**src/rtl/reset_sequencer.sv**
```systemverilog
// Central reset sequencer: holds all domains in reset, waits for PLL lock, then releases domains
// one at a time in ascending order. Define RST_SEQ_WDOG_EN to add the watchdog reset source.
module reset_sequencer #(
    parameter int unsigned NUM_DOMAINS    = 3,
    parameter int unsigned HOLD_CYCLES    = 16,
    parameter int unsigned STAGGER_CYCLES = 4,
    parameter int unsigned LOCK_TIMEOUT   = 1024,
`ifdef RST_SEQ_WDOG_EN
    parameter int unsigned WDOG_CYCLES    = 4096,
`endif
    parameter int unsigned CNT_W          = 16
) (
    input  logic                   clk,
    input  logic                   sync_rst,
    input  logic                   ext_rst_req,
    input  logic                   sw_rst_req,
    input  logic                   pll_locked,
`ifdef RST_SEQ_WDOG_EN
    input  logic                   wdog_kick,
`endif
    output logic [NUM_DOMAINS-1:0] rstn_out,
    output logic                   seq_busy,
    output logic                   seq_done,
    output logic [3:0]             rst_cause,
    output logic                   lock_err
);

    localparam int unsigned IDX_W = $clog2(NUM_DOMAINS + 1);
    localparam logic [CNT_W-1:0] HOLD_LAST = CNT_W'(HOLD_CYCLES - 1);
    localparam logic [CNT_W-1:0] STAG_LAST = CNT_W'(STAGGER_CYCLES - 1);
    localparam logic [CNT_W-1:0] LOCK_LAST = CNT_W'(LOCK_TIMEOUT - 1);
    localparam logic [IDX_W-1:0] IDX_END   = IDX_W'(NUM_DOMAINS);

    typedef enum logic [1:0] {StAssert, StWaitLock, StRelease, StRun} state_e;

    state_e                 state_q, state_d;
    logic [CNT_W-1:0]       cnt_q, cnt_d;
    logic [IDX_W-1:0]       idx_q, idx_d;
    logic                   ext_meta_q, ext_sync_q;
    logic [NUM_DOMAINS-1:0] rstn_q, rstn_d;
    logic                   seq_busy_q, seq_busy_d;
    logic                   seq_done_q, seq_done_d;
    logic [3:0]             rst_cause_q, rst_cause_d;
    logic                   lock_err_q, lock_err_d;
    logic                   wdog_req;
    logic                   rst_req;

`ifdef RST_SEQ_WDOG_EN
    localparam logic [CNT_W-1:0] WDOG_LAST = CNT_W'(WDOG_CYCLES - 1);

    logic [CNT_W-1:0] wdog_q, wdog_d;

    // A kick on the terminal count suppresses the request.
    assign wdog_req = (state_q == StRun) && !wdog_kick && (wdog_q == WDOG_LAST);

    always_comb begin
        wdog_d = '0;
        if (state_q == StRun && state_d == StRun && !wdog_kick) begin
            wdog_d = wdog_q + CNT_W'(1);
        end
    end

    always_ff @(posedge clk) begin
        if (sync_rst) begin
            wdog_q <= '0;
        end else begin
            wdog_q <= wdog_d;
        end
    end
`else
    assign wdog_req = 1'b0;
`endif

    assign rst_req = ext_sync_q | sw_rst_req | wdog_req;

    always_ff @(posedge clk) begin
        if (sync_rst) begin
            state_q     <= StAssert;
            cnt_q       <= '0;
            idx_q       <= '0;
            ext_meta_q  <= 1'b0;
            ext_sync_q  <= 1'b0;
            rstn_q      <= '0;
            seq_busy_q  <= 1'b1;
            seq_done_q  <= 1'b0;
            rst_cause_q <= 4'b0001;
            lock_err_q  <= 1'b0;
        end else begin
            state_q     <= state_d;
            cnt_q       <= cnt_d;
            idx_q       <= idx_d;
            ext_meta_q  <= ext_rst_req;
            ext_sync_q  <= ext_meta_q;
            rstn_q      <= rstn_d;
            seq_busy_q  <= seq_busy_d;
            seq_done_q  <= seq_done_d;
            rst_cause_q <= rst_cause_d;
            lock_err_q  <= lock_err_d;
        end
    end

    always_comb begin
        state_d = state_q;
        cnt_d   = cnt_q + CNT_W'(1);
        idx_d   = idx_q;
        if (rst_req) begin
            state_d = StAssert;
            cnt_d   = '0;
            idx_d   = '0;
        end else begin
            case (state_q)
                StAssert: begin
                    if (cnt_q == HOLD_LAST) begin
                        state_d = StWaitLock;
                        cnt_d   = '0;
                    end
                end
                StWaitLock: begin
                    if (pll_locked || cnt_q == LOCK_LAST) begin
                        state_d = StRelease;
                        cnt_d   = '0;
                        idx_d   = IDX_W'(1);
                    end
                end
                StRelease: begin
                    if (idx_q == IDX_END) begin
                        state_d = StRun;
                        cnt_d   = '0;
                    end else if (cnt_q == STAG_LAST) begin
                        idx_d = idx_q + IDX_W'(1);
                        cnt_d = '0;
                    end
                end
                StRun: begin
                    cnt_d = '0;
                end
                default: begin
                    state_d = StAssert;
                    cnt_d   = '0;
                    idx_d   = '0;
                end
            endcase
        end
    end

    always_comb begin
        rstn_d      = rstn_q;
        rst_cause_d = rst_cause_q;
        lock_err_d  = lock_err_q;
        if (rst_req) begin
            rstn_d      = '0;
            rst_cause_d = {wdog_req, sw_rst_req, ext_sync_q, 1'b0};
        end else begin
            if (state_q == StWaitLock && state_d == StRelease) begin
                rstn_d[0] = 1'b1;
                if (!pll_locked) begin
                    lock_err_d = 1'b1;
                end
            end
            if (state_q == StRelease && cnt_q == STAG_LAST) begin
                for (int unsigned k = 0; k < NUM_DOMAINS; k++) begin
                    if (idx_q == IDX_W'(k)) begin
                        rstn_d[k] = 1'b1;
                    end
                end
            end
            if (state_d == StRun) begin
                rstn_d = '1;
            end
        end
        seq_busy_d = (state_d != StRun);
        seq_done_d = (state_d == StRun) && (state_q != StRun);
    end

    assign rstn_out  = rstn_q;
    assign seq_busy  = seq_busy_q;
    assign seq_done  = seq_done_q;
    assign rst_cause = rst_cause_q;
    assign lock_err  = lock_err_q;

endmodule

```
**config.mk**
```make
export PLATFORM = sky130hd
export DESIGN_NAME = reset_sequencer
export DESIGN_NICKNAME = d
export VERILOG_FILES = /design/src/rtl/reset_sequencer.sv
export SDC_FILE = /design/constraint.sdc
export NUM_CORES = 1
export LEC_CHECK = 0
export ABC_AREA = 1
export CAP_MARGIN = 10
export CORE_ASPECT_RATIO = 2
export CORE_UTILIZATION = 55
export DETAILED_ROUTE_END_ITERATION = 6
export HOLD_SLACK_MARGIN = 0.1
export PLACE_DENSITY = 0.82
export SLEW_MARGIN = 20
export SYNTH_ARGS = -nofsm -noshare
export SYNTH_HDL_FRONTEND = slang
export SYNTH_SLANG_ARGS = --single-unit
```
**constraint.sdc**
```tcl
create_clock -name clk -period 4.2 [get_ports clk]
set_clock_uncertainty 0.05 [all_clocks]
set_input_delay 0.84 -clock clk [delete_from_list [all_inputs] [get_ports clk]]
set_output_delay 0.84 -clock clk [all_outputs]
set_load 0.005 [all_outputs]
```
Word level (Yosys, flattened, before mapping)
Cells that the tools add are included.

storage, ports and cells
  register bits after elaboration = 31
  input bits = 5
  word-level logic and storage cells = 68

operators by class
  add/subtract/negate cells = 2
  equal/unequal tests = 16
  multiplexer cells = 20
  bitwise gates (word level) = 3
  reduce and logical (&&, ||, !) cells = 15

operators by type and width
  operator                 number
  $mux W16                 4
  $pmux W16 S4             1
  $add A16 B1 Y16 const B  1
  $eq A16 B10 Y1 const B   1
  $eq A16 B2 Y1 const B    1
  $eq A16 B4 Y1 const B    1
  $mux W2                  7
  $eq A2 B2 Y1 const B     6
  $ne A2 B2 Y1 const B     5
  $reduce_bool A2 Y1       4
  $mux W3                  2
  $pmux W2 S3              1
  $eq A2 B1 Y1 const B     2
  $logic_not A2 Y1         2
  $mux W1                  4
  $pmux W2 S2              1
  $reduce_and A2 Y1        2
  $reduce_and A4 Y1        1
  $logic_and A1 B1 Y1      3
  $reduce_and A3 Y1        1
  $add A2 B1 Y2 const B    1
  $not A1 Y1               2
  $reduce_or A2 Y1         1
  $logic_or A1 B1 Y1       1
  $or A1 B1 Y1             1

Logic depth before layout (Yosys ltp)
Gate-level depths: netlist of the first run.

  depth in word-level cells = 11
  mapped depth = 12

Worst setup path before layout of the first run
No wires, ideal clock.

  path type = in2reg
  start point = in sw_rst_req
  end point = reg cnt_q[0]
  library setup time = 56 ps
  arrival = 1784 ps
  data required time = 4094 ps
  slack = 2310 ps
  stages on the path = 8
  buffers on the path = 0
  path through = nor2_1 -> inv_1 -> nor2_1 -> nand2_1 -> inv_1 -> nand2_2 -> or2_2 -> inv_1

on the way
  longest elaborated chain between the ends = 2

RTL lines
  element                            line  source
  start: declaration                 16    input logic sw_rst_req,
  $or A1 B1 Y1                       74    assign rst_req = ext_sync_q | sw_rst_req | wdog_req;
  $reduce_or A2 Y1 (no source line)  --
  end signal: assignment             90    cnt_q <= cnt_d;
  end: declaration                   37    logic [CNT_W-1:0] cnt_q, cnt_d;

Every way passes these cells.
A chain may end at the register's enable or synchronous reset.

Final worst setup path of the first run
  start point = in sw_rst_req
  end point = reg cnt_q[4]

The elaborated chain is that of the path after synthesis.

==> summary.txt, run 1 <==
Status
  • Outcome: finished clean

Place
  • PortBufs: 13
  • Detailed Place HPWL: 2190 um
  • Final GP Congestion: 0.892
  • Pre-CTS WS: 1.56 ns

Clocking
  • Buffer count from post-CTS setup fixing: 0
  • Hold_buf cts: 0
  • CTS tree: done
  • Number of clock sinks: 31
  • CTS buffer count: 5
  • H-tree levels: 2
  • Clock Path Buffers: 2
  • Post_cts resized: 0
  • Clock root buffer: clkbuf_8
  • Clk pin slew, worst setup/hold paths: 0.06 ns
  • Clock Latency Late Sink: 0.29 ns

Power and ir drop
  • Switching Fraction: 0.217
  • P_int: 0.000424 W
  • Combinational Power Share: 0.039
  • Seq pwr share: 0.554
  • Pwr per Cell Area: 310 nW/um^2
  • Maximum VDD drop: 0.000226 V
  • Overall power: 0.000541 W
  • P_sw: 0.000117 W
  • Lkg Pwr: 0.748 nW
  • Clock power share: 0.407

STA
  • Fin crit share: 0.557
  • Final Worst Setup Slack: 1.86 ns
  • Final Hold Fails: 0
  • Unrepaired setup endpoints after global routing: false
  • Final TNS setup: 0 ns
  • Final Setup Violations: 0
  • Fmax achieved: 427 MHz
  • Final worst path period need: 2.34 ns
  • Final Max Tran Viols: 0

Critical path
  • Arrival @ worst endpoint: 2.52 ns
  • Worst Setup SP: sw_rst_req
  • CP Capture Type: flop
  • Startpoint Class: input port
  • Critical Path End: cnt_q[4]$_SDFF_PP0_
  • Crit-path max FO: 13
  • Required @ worst endpoint: 4.38 ns
  • CP Cell Sequence: clkdlybuf4s50_1 -> nor2_1 -> inv_1 -> nor2_1 -> nand2_1 -> inv_1 -> nand2_2 -> or2_2 -> inv_1
  • Reg2reg end: cnt_q[4]$_SDFF_PP0_
  • Slowest Stage Delay on Critical Path: 0.42 ns
  • Worst R2R Setup Slack: 2.30 ns
  • FF-to-FF Start: cnt_q[0]$_SDFF_PP0_
  • Kind of critical path: input port to flop
  • FF-to-FF path depth: 11
  • Crit-path slowest cell: clkdlybuf4s50_1
  • Most frequent CP cell: inv_1

Die
  • Die Height: 76.3 um
  • Full die area: 2990 sq um
  • Chip width: 39.2 um
  • Starting Density: 0.591
  • Top-level I/O count: 15
  • Area of the core: 2570 sq um
  • Rows: 26

Synthesis
  • Mean post-synth cell area: 7.45 sq um
  • Mapped Area: 1520 sq um
  • Largest cells by area after synthesis: dfxtp_1 (41%), nor2_1 (9.1%), inv_1 (8.6%)
  • Seq cells post-synth: 31
  • Mapped Nets: 214
  • Register area share after synthesis: 0.409
  • Synth area leader: dfxtp_1
  • Mapped Cells: 204
  • Yosys warns: 0
  • Synth cell types: 28
  • Synth top area share: 0.409

Route
  • Via count: 1239
  • DRC viols: 0
  • 1st-iter DRT viols: 24
  • Vias per inst: 4.96
  • Final wirelength: 2800 um
  • Routed WL per cell: 11.2 um
  • ANT nets after route: 0
  • DR pass1 iterations: 4

Finish
  • Most frequent cells in the layout: nor2_1 (37), inv_1 (35), dfxtp_1 (31)
  • Layout cell share with drive strength beyond 1: 0.149
  • Final net count: 231
  • Area growth, synth to finish: 14.7%
  • Diodes inserted: 0
  • Most common cell after layout, fill and taps aside: nor2_1

Global route
  • Grt ovf: 0
  • Vias in the first global route: 1218
  • Overall routing resource usage: 0.223
  • Global-route wire length before repair: 4620 um
  • Initial antenna violation count: 0
  • Largest net degree at the start of global routing: 14

Worst hold path
  • Worst Hold Depth: 2
  • Hold Crit Class: flop to flop

Flow run
  • Max Cap Viol: 0
==> area by class of cell <==
cell class                 instances  area, sq um
fill                             230          827
multi-input combinational        133          737
sequential                        31          621
inverter                          37          139
timing repair buffer              13          130
clock buffer                       7         76.3
tap                               28         35.0
clock inverter                     1         5.00
==> registers in the layout, indices dropped and copies added, names as in the netlist <==
register / count
idx_q: 2
seq_busy: 1
cnt_q: 16
lock_err: 1
rst_cause: 3
ext_meta_q: 1
ext_sync_q: 1
seq_done: 1
rstn_out: 3
state_q: 2
==> metal layers <==
metal  wire, um  GRT usage
met1        957      0.184
met2       1660      0.403
met3         91     0.0700
met4         90      0.138
met5          0          0
==> critical path, delay by kind of cell <==
kind | cells | cell delay (ns)
buffers and inverters | 4 | 0.66
AND/OR/NAND/NOR | 5 | 1.01
==> worst min path at each step <==
stage / from / to / slack, ns
after floorplan: ext_meta_q$_SDFF_PP0_ / ext_sync_q$_SDFF_PP0_ / 0.34
after global routing: ext_meta_q$_SDFF_PP0_ / ext_sync_q$_SDFF_PP0_ / 0.39
after CTS: ext_meta_q$_SDFF_PP0_ / ext_sync_q$_SDFF_PP0_ / 0.36
after global placement: ext_meta_q$_SDFF_PP0_ / ext_sync_q$_SDFF_PP0_ / 0.35
final: ext_meta_q$_SDFF_PP0_ / ext_sync_q$_SDFF_PP0_ / 0.35
after detailed placement: ext_meta_q$_SDFF_PP0_ / ext_sync_q$_SDFF_PP0_ / 0.35
==> cells in the mapped netlist <==
library cell / n
nor2_1: 37
inv_1: 35
dfxtp_1: 31
nand2_1: 28
nand3_1: 10
a21oi_1: 8
nand2_2: 8
xor2_1: 8
ha_1: 5
nor2_2: 4
nand3_2: 3
nand4_1: 3
nor3_1: 3
or2_2: 3
inv_2: 2
nor2_4: 2
nor3b_2: 2
o21ai_0: 2
a21oi_2: 1
a31o_2: 1
buf_4: 1
buf_6: 1
clkbuf_1: 1
conb_1: 1
nand3b_1: 1
nor3_2: 1
o211ai_1: 1
xnor2_1: 1
==> stage by stage <==
| stage | util | instances | hold WS [ns] | area, sq um |
|---|---|---|---|---|
| after floorplan | - | 204 | 0.338 | 1520 |
| after global placement | 0.647 | 242 | 0.346 | 1660 |
| after detailed placement | 0.647 | 242 | 0.346 | 1660 |
| after CTS | 0.678 | 250 | 0.356 | 1740 |
| after global routing | 0.678 | 250 | 0.391 | 1740 |
| final | 0.678 | 250 | 0.355 | 1740 |
==> cells by family (layout without fill, tap and decap cells) <==
logic type / Yosys count / count (layout) / synth area share
AO/OA/AOI/OAI: 13 / 13 / 0.0494
flip-flops: 31 / 31 / 0.409
XOR/XNOR: 9 / 9 / 0.0519
AND/OR/NAND/NOR: 105 / 105 / 0.340
other: 1 / 1 / 0.00247
buffers and inverters: 40 / 58 / 0.106
adder cells (fa/ha/maj): 5 / 5 / 0.0412
==> power by group through the flow <==
stage / registers (W) / logic [W] / clock network, W
6_report: 0.000300 / 0.0000209 / 0.000220
5_1_grt: 0.000300 / 0.0000233 / 0.000239
4_1_cts: 0.000300 / 0.0000211 / 0.000226
3_5_place_dp: 0.000306 / 0.0000209 / 0
3_3_place_gp: 0.000306 / 0.0000207 / 0
2_1_floorplan: 0.000306 / 0.0000128 / 0
(Power assumes the default switching activity.)
==> inputs of run 2 (changes only) <==
CORE_UTILIZATION = 50   (was 55)
PLACE_DENSITY = 0.79   (was 0.82)
clock period = 2 ns   (was 4.2 ns; I/O delays follow)
==> run 2 against run 1 <==
Utilization decreased by 6.1 points. Flip-flop and latch count unchanged. Clock power increased by 110%. First-iteration DRC count increased by 8.3%. Non-clock buffer count increased by 5. Via count increased by 2.9%. Cell count increased by 2.8%. Sequential power increased by 110%. Global-route usage decreased by 1.3 points. Highest routed layer unchanged.
==> summary.txt, run 2 (same netlist as run 1, synthesis figures left out) <==
Power and ir drop
  • Seq pwr share: 0.549 (-0.005)
  • P_sw: 0.000247 W (+110%)
  • Pwr per Cell Area: 638 nW/um^2 (+110%)
  • P_int: 0.000899 W (+110%)
  • Switching Fraction: 0.215 (-0.00142)
  • Combinational Power Share: 0.048 (+0.009)
  • Clock power share: 0.403 (-0.004)
  • Maximum VDD drop: 0.000535 V (+140%)
  • Lkg Pwr: 0.778 nW (+4.0%)

Die
  • Starting Density: 0.522 (-0.0687)
  • Full die area: 3280 sq um (+9.6%)
  • Rows: 28 (+7.7%)
  • Area of the core: 2910 sq um (+13%)
  • Die Height: 79.9 um (+4.7%)
  • Top-level I/O count: 15 (unchanged)
  • Chip width: 41.0 um (+4.6%)

Global route
  • Overall routing resource usage: 0.210 (-0.0133)
  • Grt ovf: 0 (unchanged)
  • Initial antenna violation count: 0 (unchanged)
  • Global-route wire length before repair: 4660 um (+0.89%)
  • Vias in the first global route: 1197 (-1.7%)
  • Largest net degree at the start of global routing: 11 (-3)

Route
  • 1st-iter DRT viols: 26 (+8.3%)
  • Final wirelength: 2830 um (+1.3%)
  • Via count: 1275 (+2.9%)
  • Routed WL per cell: 11.0 um (-1.5%)
  • Vias per inst: 4.96 (+0.10%)
  • ANT nets after route: 0 (unchanged)
  • DR pass1 iterations: 4 (unchanged)
  • DRC viols: 0 (unchanged)

Place
  • Inst Count DP: 249 (+2.9%)
  • PortBufs: 13 (unchanged)
  • Detailed Place HPWL: 2260 um (+3.3%)
  • Final GP Congestion: 0.846 (-5.2%)

Finish
  • Diodes inserted: 0 (unchanged)
  • Final std cells w/o fill: 257 (+2.8%)
  • Final net count: 236 (+2.2%)
  • Max reg flops: 16 (unchanged)
  • Multi-input combinational cell area: 737 sq um (unchanged)
  • Most frequent cells in the layout: nor2_1 (37), inv_1 (35), dfxtp_1 (31)
  • Filler cells: 268 (+17%)
  • Area growth, synth to finish: 18.2%
  • Layout cell share with drive strength beyond 1: 0.167 (+0.0188)
  • Sequential cell area: 621 sq um (unchanged)
  • Largest reg by FF count: cnt_q
  • Most common cell after layout, fill and taps aside: nor2_1

STA
  • Final Max Tran Viols: 0 (unchanged)
  • Fin crit share: 0.872
  • Unrepaired setup endpoints after global routing: false
  • Final worst path period need: 1.74 ns
  • Final TNS setup: 0 ns (unchanged)
  • Final Hold Fails: 0 (unchanged)
  • Final Setup Violations: 0 (unchanged)
  • Fmax achieved: 573 MHz

Worst hold path
  • Hold Crit Class: flop to flop

Critical path
  • Slowest Stage Delay on Critical Path: 0.36 ns (-0.06 ns)
  • CP Capture Type: flop
  • Crit path buf inv count: 1 (-3)
  • Most frequent CP cell: nand2_2
  • Kind of critical path: flop to flop
  • Arrival @ worst endpoint: 1.87 ns (-0.65 ns)
  • Crit-path max FO: 10 (-3)
  • Crit path max-delay family: simple AND/OR/NAND/NOR gates
  • Crit-path slowest cell: dfxtp_1
  • Startpoint Class: flop
  • Required @ worst endpoint: 2.12 ns (-2.26 ns)
  • CP Cell Sequence: ha_1 -> nand3_2 -> nor2_4 -> nand2_2 -> nand2_2 -> nand2_1 -> nand2_2 -> nand2_2 -> nand2_2 -> buf_12 -> nor3b_2

Clocking
  • Clock Latency Late Sink: 0.28 ns (about the same)
  • Clk pin slew, worst setup/hold paths: 0.06 ns (about the same)
  • CTS tree: done
  • Clock Path Buffers: 2 (unchanged)
  • Buffer count from post-CTS setup fixing: 0 (unchanged)
  • CTS buffer count: 5 (unchanged)
  • Hold_buf cts: 0 (unchanged)
  • Number of clock sinks: 31 (unchanged)
  • H-tree levels: 2 (unchanged)
  • Post_cts resized: 0 (unchanged)
  • Clock root buffer: clkbuf_8

Status
  • Outcome: finished clean

Flow run
  • Max Cap Viol: 0 (unchanged)
[run 2: worst register-to-register path: stages (launching register included)]
cell     delay, ns
dfxtp_1       0.36
ha_1          0.23
nand3_2       0.16
nor2_4        0.17
nand2_2       0.07
nand2_2       0.06
nand2_1       0.06
nand2_2       0.09
nand2_2       0.09
nand2_2       0.12
buf_12        0.14
nor3b_2       0.04
[run 2: cell type report]
cell class / instances / share of cell area
tap: 30 / 0.0209
sequential: 31 / 0.346
timing repair buffer: 18 / 0.100
clock buffer: 7 / 0.0425
multi-input combinational: 133 / 0.410
clock inverter: 1 / 0.00279
inverter: 37 / 0.0774
[run 2: power groups by stage]
| stage | combinational (W) | clock [W] | sequential (W) |
|---|---|---|---|
| 6_report | 0.0000555 | 0.000461 | 0.000629 |
| 5_1_grt | 0.0000609 | 0.000503 | 0.000630 |
| 4_1_cts | 0.0000561 | 0.000476 | 0.000629 |
| 3_5_place_dp | 0.0000556 | 0 | 0.000643 |
| 3_3_place_gp | 0.0000550 | 0 | 0.000643 |
| 2_1_floorplan | 0.0000268 | 0 | 0.000643 |
[run 2: per-stage QoR]
stage	setup WS, ns	power [W]	instance area, sq um	hold slack [ns]	util
floorplan	0.422	0.000670	1520	0.338	-
global placement	0.126	0.000698	1710	0.352	0.590
detailed placement	0.126	0.000698	1710	0.364	0.590
CTS	0.251	0.00116	1800	0.375	0.617
global route	0.118	0.00119	1800	0.402	0.617
finish	0.255	0.00115	1800	0.366	0.617
[run 2: metal layers]
metal | track usage | wire, um | up-vias
li1 | - | - | 666
met5 | 0 | 0 | -
met4 | 0.120 | 80 | 0
met1 | 0.175 | 970 | 586
met3 | 0.0613 | 70 | 8
met2 | 0.381 | 1710 | 15
[run 2: worst paths after layout]
kind | startpoint | to | slack, ns | cells after the start
hold / removal | ext_meta_q$_SDFF_PP0_ | ext_sync_q$_SDFF_PP0_ | 0.37 | 2
hold reg to reg | ext_meta_q$_SDFF_PP0_ | ext_sync_q$_SDFF_PP0_ | 0.37 | 2
setup / recovery | cnt_q[0]$_SDFF_PP0_ | cnt_q[13]$_SDFF_PP0_ | 0.26 | 11
setup reg to reg | cnt_q[0]$_SDFF_PP0_ | cnt_q[13]$_SDFF_PP0_ | 0.26 | 11
==> inputs of run 3 (changes only) <==
CTS_CLUSTER_DIAMETER = 60   (was unset)
GPL_TIMING_DRIVEN = 0   (was unset)
MAX_ROUTING_LAYER = met4   (was unset)
==> run 3 against run 2 <==
Sequential share of layout area rose by 0.56 points. Total power rose by 1.4%. Clock-buffer cell count fell by 1. Die area did not move. Largest power group unchanged. Highest routed layer unchanged.
==> summary.txt, run 3 (same netlist as run 1, synthesis figures left out) <==
Finish
  • Final net count: 233 (-1.3%)
  • Most common cell after layout, fill and taps aside: nor2_1
  • Sequential cell area: 621 sq um (unchanged)
  • Most frequent cells in the layout: nor2_1 (37), inv_1 (35), dfxtp_1 (31)
  • Largest reg by FF count: cnt_q
  • Filler cells: 274 (+2.2%)
  • Max reg flops: 16 (unchanged)
  • Final core occ: 0.608 (-0.00990)
  • Area growth, synth to finish: 16.3%
  • Layout cell share with drive strength beyond 1: 0.166 (-0.00148)
  • Multi-input combinational cell area: 739 sq um (+0.34%)
  • Diodes inserted: 0 (unchanged)
  • Final instance area: 1770 sq um (-1.6%)

Power and ir drop
  • Lkg Pwr: 0.758 nW (-2.5%)
  • Pwr per Cell Area: 658 nW/um^2 (+3.1%)
  • P_sw: 0.000245 W (-0.77%)
  • Switching Fraction: 0.211 (-0.00468)
  • Maximum VDD drop: 0.000786 V (+47%)
  • Seq pwr share: 0.541 (-0.008)
  • Clock power share: 0.419 (+0.016)
  • P_int: 0.000917 W (+2.0%)
  • Combinational Power Share: 0.040 (-0.008)

Route
  • Final wirelength: 2710 um (-4.3%)
  • Routed WL per cell: 10.7 um (-2.8%)
  • Vias per inst: 4.97 (+0.23%)
  • 1st-iter DRT viols: 36 (+38%)
  • DRC viols: 0 (unchanged)
  • Via count: 1258 (-1.3%)
  • ANT nets after route: 0 (unchanged)
  • DR pass1 iterations: 4 (unchanged)

STA
  • Final Hold Fails: 0 (unchanged)
  • Final Setup Violations: 0 (unchanged)
  • Fmax achieved: 561 MHz (-2.2%)
  • Final Max Tran Viols: 0 (unchanged)
  • Unrepaired setup endpoints after global routing: false
  • Final TNS setup: 0 ns (unchanged)
  • Final worst path period need: 1.78 ns (+0.0387 ns)
  • Fin crit share: 0.892 (+0.0193)
  • Final Worst Setup Slack: 0.216 ns (-0.0387 ns)
  • Final hold slack: 0.356 ns (-0.00991 ns)

Critical path
  • Kind of critical path: flop to flop
  • CP Capture Type: flop
  • Arrival @ worst endpoint: 1.91 ns (+0.04 ns)
  • Crit-path max FO: 10 (unchanged)
  • Required @ worst endpoint: 2.13 ns (about the same)
  • Crit-path slowest cell: dfxtp_1
  • Startpoint Class: flop
  • Most frequent CP cell: nand2_2
  • Crit path max-delay family: simple AND/OR/NAND/NOR gates
  • Slowest Stage Delay on Critical Path: 0.37 ns (about the same)
  • CP Cell Sequence: ha_2 -> nand3_2 -> nor2_4 -> nand2_2 -> nand2_2 -> nand2_1 -> nand2_2 -> nand2_2 -> nand2_2 -> buf_6 -> nor2_1
  • Crit path buf inv count: 1 (unchanged)

Clocking
  • Clk pin slew, worst setup/hold paths: 0.06 ns (about the same)
  • Post_cts resized: 0 (unchanged)
  • Number of clock sinks: 31 (unchanged)
  • Hold_buf cts: 0 (unchanged)
  • CTS tree: done
  • CTS buffer count: 5 (unchanged)
  • Clock Latency Late Sink: 0.28 ns (about the same)
  • Buffer count from post-CTS setup fixing: 0 (unchanged)
  • Clock root buffer: clkbuf_8
  • Clock Path Buffers: 2 (unchanged)
  • H-tree levels: 2 (unchanged)

Die
  • Chip width: 41.0 um (unchanged)
  • Top-level I/O count: 15 (unchanged)
  • Full die area: 3280 sq um (unchanged)
  • Rows: 28 (unchanged)
  • Starting Density: 0.522 (unchanged)
  • Area of the core: 2910 sq um (unchanged)
  • Die Height: 79.9 um (unchanged)

Place
  • Final GP Congestion: 0.790 (-6.6%)
  • Post-Place Cell Area: 1680 sq um (-2.2%)
  • Pre-CTS WS: -0.0853 ns (-0.211 ns)
  • PortBufs: 12 (-1)
  • Detailed Place HPWL: 2180 um (-3.6%)

Flow run
  • Max Cap Viol: 0 (unchanged)

Global route
  • Global-route wire length before repair: 4620 um (-0.88%)
  • Overall routing resource usage: 0.214 (+0.00448)
  • GRT met2 Usage: 0.384 (+0.00313)
  • Initial antenna violation count: 0 (unchanged)
  • Met3 Use GR: 0.0613 (unchanged)
  • Top Usage Layer GRT: met2
  • Vias in the first global route: 1230 (+2.8%)
  • GR Layer Usage met1: 0.169 (-0.00579)
  • Grt ovf: 0 (unchanged)
  • Largest net degree at the start of global routing: 11 (unchanged)

Status
  • Outcome: finished clean

Worst hold path
  • Hold Crit Class: flop to flop
[run 3: metrics by stage]
stage                     total power, W  cells
after global placement          0.000689    246
after floorplan                 0.000670    204
final                            0.00116    253
after detailed placement        0.000690    246
after global routing             0.00120    253
after CTS                        0.00118    253
[run 3: power groups by stage]
stage | registers, W | clock network [W] | logic, W
6_report | 0.000629 | 0.000487 | 0.0000464
5_1_grt | 0.000630 | 0.000522 | 0.0000520
4_1_cts | 0.000629 | 0.000503 | 0.0000469
3_5_place_dp | 0.000643 | 0 | 0.0000467
3_3_place_gp | 0.000643 | 0 | 0.0000463
2_1_floorplan | 0.000643 | 0 | 0.0000268
[run 3: final timing paths]
check	from	to	slack, ns	cells after the start
max	cnt_q[0]$_SDFF_PP0_	cnt_q[14]$_SDFF_PP0_	0.22	11
min	ext_meta_q$_SDFF_PP0_	ext_sync_q$_SDFF_PP0_	0.36	2
max reg2reg	cnt_q[0]$_SDFF_PP0_	cnt_q[14]$_SDFF_PP0_	0.22	11
min reg2reg	ext_meta_q$_SDFF_PP0_	ext_sync_q$_SDFF_PP0_	0.36	2
[run 3: metal layers]
metal / share of wire / wire, um
met5: 0 / 0
met3: 0.026 / 71
met2: 0.59 / 1590
met4: 0.032 / 87
met1: 0.36 / 965
[run 3: final cells by class]
cell class	instances	share of cell area
plain buffers	3	0.0127
clock buffers	6	0.0467
clock inverters	1	0.00283
inverters	37	0.0786
multi-input cells	133	0.419
flip-flops and latches	31	0.351
well taps	30	0.0212
repair buffers	12	0.0680
[run 3: worst min-delay path, cell delays in order (launching register included)]
cell and delay, ns:
dfxtp_1 0.30, inv_1 0.04, nor2_1 0.03
==> edit, RTL diff (config.mk and constraints of run 3) <==
Build with the macro `RST_SEQ_WDOG_EN` defined.
--- a/src/rtl/reset_sequencer.sv
+++ b/src/rtl/reset_sequencer.sv
@@ -1,5 +1,7 @@
 // Central reset sequencer: holds all domains in reset, waits for PLL lock, then releases domains
 // one at a time in ascending order. Define RST_SEQ_WDOG_EN to add the watchdog reset source.
+`define RST_SEQ_WDOG_EN
+
 module reset_sequencer #(
     parameter int unsigned NUM_DOMAINS    = 3,
     parameter int unsigned HOLD_CYCLES    = 16,
Ports: changed (added wdog_kick); port bits go from 15 to 16. No check against the original RTL was run, so the function may have changed too.
==> edit against run 3 <==
Setup slack worse by 0.051 ns; sequential cell count is 17 higher; die area is 57% higher; total power is 47% higher; area after synthesis is 59% higher; synthesized cell count is 53% higher; routed wire length is 60% higher; design area is 56% higher; final cell count is 54% higher.
==> edit: results (changes against run 3) <==
| Metric | Value |
|---|---|
| Filler cells | `424 (+55%)` |
| Iter 0 DRT Violations | `17 (-53%)` |
| I/O Buffers | `15 (+3)` |
| Hold WC Path Type | `register to register` |
| Largest net degree at the start of global routing | `15 (+4)` |
| Register share of the cell area | `0.349 (-0.00221)` |
| Share of layout cells above drive strength 1 | `0.125 (-0.0405)` |
| DP HPWL | `3360 µm (+54%)` |
| RePlAce Congestion | `0.797 (+0.81%)` |
| Most numerous cell in the Yosys netlist | `nor2_1` |
| Synth top area cells | `dfxtp_1 (40%), nor2_1 (9.0%), nand2_1 (7.9%)` |
| Synth cell count leaders | `nor2_1 (58), nand2_1 (51), dfxtp_1 (48)` |
| Fmax | `0.545 GHz (-2.8%)` |
| First-pass GRT wire length | `7240 µm (+57%)` |
| Worst path arrival time | `1.97 ns (+0.06 ns)` |
| Post-synth cell types | `25 (-11%)` |
| Synthesized flop and latch total | `48 (+55%)` |
| Vias in the first global route | `1789 (+45%)` |
| Clk cell area share | `0.0390 (-0.0105)` |
| Syn Nets | `324 (+51%)` |
| Outcome | `completed` |
| Multi-input gate area | `0.00125 mm² (+69%)` |
| Final nets | `346 (+48%)` |
| Row count | `35 (+25%)` |
| Placed Instances | `382 (+55%)` |
| Vias | `1894 (+51%)` |
| Placed Area | `0.00264 mm² (+57%)` |
| Buffering overhead | `0.0672 (-0.0136)` |
| Number of non-clock buffers | `18 (+3)` |
| Setup Slack @ Placement | `-0.00644 ns (+0.0788 ns)` |
| Static leakage | `1.12 nW (+48%)` |
| CP Capture Point | `cnt_q[9]$_SDFF_PP0_` |
| Reg-to-Reg End | `cnt_q[9]$_SDFF_PP0_` |
| Non-clk invs | `48 (+30%)` |
| Clk Latency, worst-skew pair | `0.30 ns (+0.02 ns)` |
| Final Instance Count excl. Fillers | `390 (+54%)` |
| Post-synthesis sequential area ratio | `0.397 (-0.0117)` |
| Total track usage | `0.192 (-0.0222)` |
| Clock-pin transition on the worst setup and hold timing paths | `0.09 ns (+0.03 ns)` |
==> edit: repair_timing <==
item                                    4_1_cts  5_1_grt
resized for setup                             0        3
hold buffers                                  0        0
endpoints found under the setup margin        0       20
==> edit: metal layers <==
layer  GRT usage  up-vias  part of all wire
met5           -        -                 0
met4      0.0833        0             0.022
met3      0.0333        8             0.012
met2       0.378       11              0.58
met1       0.167      871              0.38
li1            -     1004                 -
==> edit: cells by family (layout without fill, tap and decap cells) <==
logic type	after synthesis	count (layout)	share of synthesized area
AO/OA/AOI/OAI	6	6	0.0134
buffers and inverters	51	74	0.0899
AND/OR/NAND/NOR	175	175	0.375
adder cells (fa/ha/maj)	6	6	0.0310
XOR/XNOR	26	26	0.0941
flip-flops	48	48	0.397
==> edit: report_power, final <==
part | internal (W) | switching [W] | leakage, nW
clock | 0.000371 | 0.000315 | 0.0552
combinational | 0.0000247 | 0.0000269 | 0.680
sequential | 0.000962 | 0.00000435 | 0.388
